**src/rtl/ser_pkg.sv**
```systemverilog
// ----------------------------------------------------------------------------
// ser_pkg
// Definitions shared by the serial receiver and its matching transmitter:
//   rx_state_t  : receiver FSM states (IDLE, DATA, PARITY, STOP)
//   LINE_IDLE   : level of the serial line when no frame is in flight
//   START_BIT   : level that opens a frame
//   STOP_BIT    : level that closes a frame
// ----------------------------------------------------------------------------
package ser_pkg;

   typedef enum logic [1:0] {
      IDLE   = 2'd0,
      DATA   = 2'd1,
      PARITY = 2'd2,
      STOP   = 2'd3
   } rx_state_t;

   localparam logic LINE_IDLE = 1'b1;
   localparam logic START_BIT = 1'b0;
   localparam logic STOP_BIT  = 1'b1;

endpackage : ser_pkg

```
**src/rtl/ser_rx4.sv**
```systemverilog
// ----------------------------------------------------------------------------
// ser_rx4
// Serial frame receiver: start bit, WIDTH data bits, optional even-parity
// bit, stop bit. One bit is taken per bit_en strobe; the word is handed to
// the consumer through a valid/ready output register.
//
// Parameters
//   WIDTH     : data bits per frame (2..8)
//   PARITY_EN : 1 = even-parity bit present, 0 = no parity bit
// Ports
//   clk       : clock, rising edge
//   rst       : asynchronous active-low reset
//   sin       : serial line (idles high)
//   bit_en    : bit-rate strobe, sin sampled only when high
//   dir       : 0 = LSB first, 1 = MSB first (captured with the start bit)
//   out_ready : consumer accepts dout when high with out_valid
//   dout      : received word, stable while out_valid
//   out_valid : dout holds an unconsumed word
//   par_err   : parity status of the word in dout
//   frm_err   : one-cycle pulse on a bad stop bit
//   overrun   : one-cycle pulse when a completed word is dropped
//   busy      : FSM is not in IDLE
// ----------------------------------------------------------------------------
module ser_rx4
   import ser_pkg::*;
#(
   parameter int WIDTH     = 4,
   parameter int PARITY_EN = 1
) (
   input  logic             clk,
   input  logic             rst,
   input  logic             sin,
   input  logic             bit_en,
   input  logic             dir,
   input  logic             out_ready,
   output logic [WIDTH-1:0] dout,
   output logic             out_valid,
   output logic             par_err,
   output logic             frm_err,
   output logic             overrun,
   output logic             busy
);

   localparam int              CNT_W    = $clog2(WIDTH);
   localparam logic [CNT_W-1:0] CNT_LAST = CNT_W'(WIDTH - 1);

   rx_state_t        state_reg;
   logic [CNT_W-1:0] cnt_reg;
   logic [WIDTH-1:0] shift_reg;
   logic [WIDTH-1:0] shift_next;
   logic             dir_reg;
   logic             par_bad_reg;
   logic [WIDTH-1:0] dout_reg;
   logic             out_valid_reg;
   logic             par_err_reg;
   logic             frm_err_reg;
   logic             overrun_reg;

   // MSB-first enters at bit 0 and moves left; LSB-first enters at the top
   // and moves right, so after WIDTH samples the first bit lands in bit 0.
   always_comb begin
      shift_next = shift_reg;
      if (dir_reg)
         shift_next = {shift_reg[WIDTH-2:0], sin};
      else
         shift_next = {sin, shift_reg[WIDTH-1:1]};
   end

   always_ff @(posedge clk or negedge rst) begin
      if (!rst) begin
         state_reg     <= IDLE;
         cnt_reg       <= '0;
         shift_reg     <= '0;
         dir_reg       <= 1'b0;
         par_bad_reg   <= 1'b0;
         dout_reg      <= '0;
         out_valid_reg <= 1'b0;
         par_err_reg   <= 1'b0;
         frm_err_reg   <= 1'b0;
         overrun_reg   <= 1'b0;
      end else begin
         frm_err_reg <= 1'b0;
         overrun_reg <= 1'b0;

         // Consumption; a completion below in the same cycle overrides it.
         if (out_valid_reg && out_ready)
            out_valid_reg <= 1'b0;

         if (bit_en) begin
            case (state_reg)
               IDLE: begin
                  if (sin == START_BIT) begin
                     state_reg   <= DATA;
                     cnt_reg     <= '0;
                     dir_reg     <= dir;
                     par_bad_reg <= 1'b0;
                  end
               end
               DATA: begin
                  shift_reg <= shift_next;
                  if (cnt_reg == CNT_LAST) begin
                     cnt_reg   <= '0;
                     state_reg <= (PARITY_EN != 0) ? PARITY : STOP;
                  end else begin
                     cnt_reg <= cnt_reg + 1'b1;
                  end
               end
               PARITY: begin
                  par_bad_reg <= ((^shift_reg) != sin);
                  state_reg   <= STOP;
               end
               STOP: begin
                  // A low stop bit is never reused as a start bit.
                  state_reg <= IDLE;
                  if (sin == STOP_BIT) begin
                     if (!out_valid_reg || out_ready) begin
                        dout_reg      <= shift_reg;
                        par_err_reg   <= par_bad_reg;
                        out_valid_reg <= 1'b1;
                     end else begin
                        overrun_reg <= 1'b1;
                     end
                  end else begin
                     frm_err_reg <= 1'b1;
                  end
               end
               default: state_reg <= IDLE;
            endcase
         end
      end
   end

   assign dout      = dout_reg;
   assign out_valid = out_valid_reg;
   assign par_err   = par_err_reg;
   assign frm_err   = frm_err_reg;
   assign overrun   = overrun_reg;
   assign busy      = (state_reg != IDLE);

endmodule : ser_rx4

```
**config.mk**
```make
export PLATFORM = sky130hd
export DESIGN_NAME = ser_rx4
export DESIGN_NICKNAME = d
export VERILOG_FILES = /design/src/rtl/ser_pkg.sv /design/src/rtl/ser_rx4.sv
export SDC_FILE = /design/constraint.sdc
export NUM_CORES = 1
export LEC_CHECK = 0
export CORE_MARGIN = 10
export CORE_UTILIZATION = 50
export DETAILED_ROUTE_END_ITERATION = 6
export DONT_BUFFER_PORTS = 1
export PLACE_DENSITY = 0.7
export SLEW_MARGIN = 20
export SYNTH_ARGS = -nofsm -noshare
export SYNTH_HDL_FRONTEND = slang
export SYNTH_SLANG_ARGS = --single-unit
```
**constraint.sdc**
```tcl
create_clock -name clk -period 1.6 [get_ports clk]
set_input_delay 0.32 -clock clk [delete_from_list [all_inputs] [get_ports clk]]
set_output_delay 0.32 -clock clk [all_outputs]
set_load 0.02 [all_outputs]
```
==> Word level (Yosys, flattened, before mapping) <==
Index checks and enable logic that the tools add are counted.
{ "totals": {"register_bits": 18, "input_bits": 6, "wordCells": 54} }
{ "classes": {"n_addsub": 1, "eq_ne": 7, "muxes": 21, "bitwise": 1, "n_reduce_logical": 14} }
{ "op_table": {"columns": ["operator", "n"], "rows": [
  ["two-way mux 1 bit", 13],
  ["AND reduction 3 bit", 4],
  ["two-way mux 2 bit", 4],
  ["one-hot mux 2 bit (4 select lines)", 1],
  ["== test 2 bit (second input constant)", 3],
  ["nonzero test 2 bit", 3],
  ["two-way mux 4 bit", 1],
  ["!= test 2 bit (second input constant)", 2],
  ["one-hot mux 2 bit (2 select lines)", 1],
  ["AND reduction 4 bit", 1],
  ["XOR reduction 4 bit", 1],
  ["adder 2 x 1 -> 2 bit (second input constant)", 1],
  ["== test 2 x 1 -> 1 bit (second input constant)", 1],
  ["logical NOT 2 bit", 1],
  ["one-hot mux 1 bit (2 select lines)", 1],
  ["AND reduction 2 bit", 1],
  ["logical AND 1 bit", 1],
  ["logical NOT 1 bit", 1],
  ["logical OR 1 bit", 1],
  ["!= test 1 bit", 1],
  ["inverter 1 bit", 1]
]} }

==> Depth between registers and ports, before layout <==
{ "depth": {"ltp_word": 6, "ltp_mapped": 6, "ltp_nobuf": 6} }

==> Least setup slack after synthesis <==
OpenSTA, ideal clock, no wires.
{ "synth_timing": {"path_kind": "register to register", "from": "register state_reg[0]", "to": "register state_reg[1]", "setup_ns": 0.125, "arrival_ns": 1.242, "required_time_ns": 1.475, "path_slack_ns": 0.233, "stages_incl_launch_ff": 6, "path_buffers": 0, "path_cell_list": "dfrtp_1 inv_1 ha_1 nand2_1 nand3_1 mux2_2"} }
{ "synth_via": {"elab_chain_cells": 3} }
{ "synth_rtl": {"columns": ["element", "line_no", "text"], "rows": [
  ["start, declared", "ser_rx4.sv:47", "rx_state_t state_reg;"],
  ["start signal, assigned", "ser_rx4.sv:103", "state_reg <= (PARITY_EN != 0) ? PARITY : STOP;"],
  ["== test 2 x 1 -> 1 bit or logical NOT 2 bit (tied branches)", "ser_rx4.sv:90", "case (state_reg)"],
  ["!= test 2 bit (no source line)", null, null],
  ["AND reduction 3 bit (no source line)", null, null]
]} }
Parallel ways exist; a longest one is shown, timed or not.
A chain may end at the register's enable or synchronous reset.

==> Worst setup path in the final report <==
{ "layout_timing": {"from": "register state_reg[1]", "to": "output busy"} }
{ "layout_via": {"elab_chain_cells": 1} }
{ "layout_rtl": {"columns": ["element", "line_no", "text"], "rows": [
  ["nonzero test 2 bit", "ser_rx4.sv:138", "assign busy = (state_reg != IDLE);"],
  ["end, declared", "ser_rx4.sv:41", "output logic busy"]
]} }
No other way between the ends.

==> impl_results.md <==
* Worst-skew pair later-pin latency at 0.28 ns
* YS warnings at 0
* TritonCTS clock tree: yes
* Full die area at 3930 sq um
* Top cell type's share of synthesized area at 0.494
* Synth area leaders: dfrtp_1 (49%), mux2_2 (8.6%), ha_1 (8.2%)
* Final slew viol count at 0
* Routed len/inst at 14.4 um
* Fraction of layout cells with a size suffix above 1 at 0.186
* Aggregate global routing overflow at 0
* Clock skew at 0.00301 ns
* Core Area at 1730 sq um
* Yosys reg bits at 18
* Setup Fix Bufs, Post-CTS at 0
* Chip height at 62.7 um
* Internal power at 1.17 mW
* WP data arrival at 1.17 ns
* Max VDD drop at 1.15 mV
* Antenna fix cells at 0
* Slew @ Worst Pin at 0.815 ns
* Row Count at 15
* CP Capture Type: output port
* Initial antenna violation count at 0
* Logic pwr share at 0.385
* Crit share post-route at 0.932
* Sequential area share after synthesis at 0.494
* Fin nets at 99
* EDFF count, synth at 0
* First-pass GRT wire length at 2840 um
* Status: finished clean
* Clk sinks at 18
* Max-cap violations at 0
* Antenna Nets Post-Route at 0
* Part of the power in the clock network at 0.140
* Yosys top cell by area: dfrtp_1
* Initial Utilization at 0.528
* Count of cell types in the netlist at 25
* Chip Width at 62.7 um
* Final wirelength at 1600 um
* Largest net degree at the start of global routing at 19
* CP Max Fanout at 7
* Hold Crit Class: input pin to register
* Lkg Pwr at 0.445 nW
* Async SR Flop Fraction at 1.00
* Post-route DRC at 0
* CP Launch Type: register
* Total number of vias at 601
* Syn nets at 94
* Sequential power share at 0.475
* Sw frac at 0.400
* Minimum clock period at 1.49 ns
* Final Hold Fails at 0
* Top cells by count, synth: dfrtp_1 (18), a21oi_1 (8), mux2_2 (7)
* Power per Cell Area at 1960 nW/um^2
* Fmax at 670 MHz
* Worst slew margin at 0.455
* Initial DRC count at 12
* Clock slew at reported path FFs at 0.10 ns
* DR pass1 iterations at 5
* Synthesized area at 912 sq um
* Vias in the first global route at 636
* Syn_area_per_cell at 11.1 sq um
* Total CTS buffers at 3
* Total negative slack at 0 ns
* DP HPWL at 1280 um
* Top FF cell, synth: dfrtp_1
* GP Congestion at 0.780
* Switching power total at 0.777 mW
* PortBufs at 0
* Dominant cell by count in the synthesized netlist: dfrtp_1
* Io pins at 15
* Setup CP Type: register to output port
* Clock root cell: clkbuf_4
* Worst Path Required at 1.28 ns
* Area grow syn2layout at 8.37%
* Cell count after synthesis at 82
* Setup violations, final at 0
* Final total power at 1.94 mW
* CTS max path bufs at 2
* GRT Util Overall at 0.0863
* RSZ-0062 raised after global routing: no
* CTS H-Tree Depth at 1
* Vias per cell at 5.41
-- metal layers --
metal  vias up  share of wire  track usage
met5         -              0            0
met4         0         0.0075       0.0335
met3         2          0.091       0.0502
met2        15           0.48        0.145
met1       294           0.42       0.0859
li1        290              -            -
-- path summary, 6_finish.rpt --
check                                          from  slack (ns)  cells after the start                        to
min reg2reg                  cnt_reg[1]$_DFFE_PN0P_        0.55                      2    cnt_reg[1]$_DFFE_PN0P_
min in group asynchronous                       rst        0.56                      1    cnt_reg[1]$_DFFE_PN0P_
min                                             dir        0.19                      1       dir_reg$_DFFE_PN0P_
max                        state_reg[1]$_DFFE_PN0P_        0.11                      3                      busy
max reg2reg                state_reg[1]$_DFFE_PN0P_        0.13                      5  state_reg[1]$_DFFE_PN0P_
max in group asynchronous                       rst        0.53                      1       dir_reg$_DFFE_PN0P_
-- area by class of cell --
cell class / instances / area (sq um)
multi-input cells: 59 / 442
flip-flops and latches: 18 / 450
fillers: 159 / 738
repair buffers: 2 / 17.5
well taps: 25 / 31.3
inverters: 3 / 11.3
clock buffers: 4 / 36.3
-- logic make-up (layout without fill, tap and decap cells) --
group,after synthesis,in the layout,share of synthesized area
simple gates,25,25,0.155
flops,18,18,0.494
compound gates,14,14,0.0850
mux,11,11,0.130
fa+ha+maj,6,6,0.0823
buf+inv,5,9,0.0247
xor+xnor,3,3,0.0288
-- per-stage QoR --
stage / hold slack, ns / area [sq um] / setup slack, ns / instances / util
2_1_floorplan: 0.0244 / 912 / 0.233 / 82 / -
3_3_place_gp: 0.0250 / 940 / 0.169 / 106 / 0.544
3_5_place_dp: 0.0251 / 940 / 0.111 / 106 / 0.544
4_1_cts: 0.179 / 988 / 0.0480 / 111 / 0.572
5_1_grt: 0.163 / 988 / 0.0202 / 111 / 0.572
6_report: 0.186 / 988 / 0.108 / 111 / 0.572
-- repair_timing --
action / in CTS / in global routing
gates resized for setup: 1 / 1
endpoints found under the setup margin: 1 / 1
hold buffers: 1 / 0
endpoints found under the hold margin: 18 / 0
-- power groups by stage --
stage               registers [mW]  logic, mW  clock network (mW)
global placement             0.931      0.713                   0
floorplan                    0.868      0.651                   0
global route                 0.962      0.863               0.307
CTS                          0.930      0.756               0.282
detailed placement           0.939      0.739                   0
finish                       0.922      0.748               0.273
-- placed cells by master (no fill, tap or decap) --
| cell | netlist | routed |
|---|---|---|
| mux2i_1 | 4 | 4 |
| nand2_1 | 4 | 4 |
| buf_4 | 1 | 1 |
| nor3_1 | 1 | 1 |
| dfrtp_1 | 18 | 18 |
| ha_1 | 6 | 5 |
| nand2b_1 | 2 | 2 |
| xnor2_1 | 2 | 2 |
| and2b_1 | 2 | 2 |
| nand3_2 | 1 | 1 |
| a22oi_1 | 2 | 2 |
| o211ai_1 | 1 | 1 |
| and2_1 | 2 | 2 |
| xor2_1 | 1 | 1 |
| nand3_1 | 2 | 2 |
| and3_1 | 1 | 1 |
| a21oi_1 | 8 | 8 |
| nor2_1 | 6 | 6 |
| inv_1 | 3 | 2 |
| nand4_1 | 1 | 1 |
| nor2b_4 | 1 | 1 |
| dlygate4sd3_1 | 0 | 1 |
| inv_2 | 0 | 1 |
| nor2b_1 | 2 | 2 |
| ha_2 | 0 | 1 |
| clkbuf_4 | 0 | 3 |
| o21ai_0 | 3 | 3 |
| mux2_2 | 7 | 7 |
| clkbuf_8 | 0 | 1 |
-- worst max-delay path: stages (launching register included) --
cell and delay [ns]:
dfrtp_1 0.42, inv_1 0.12, ha_2 0.25, inv_2 0.10
Note: power is estimated with default switching activity, not from simulation.
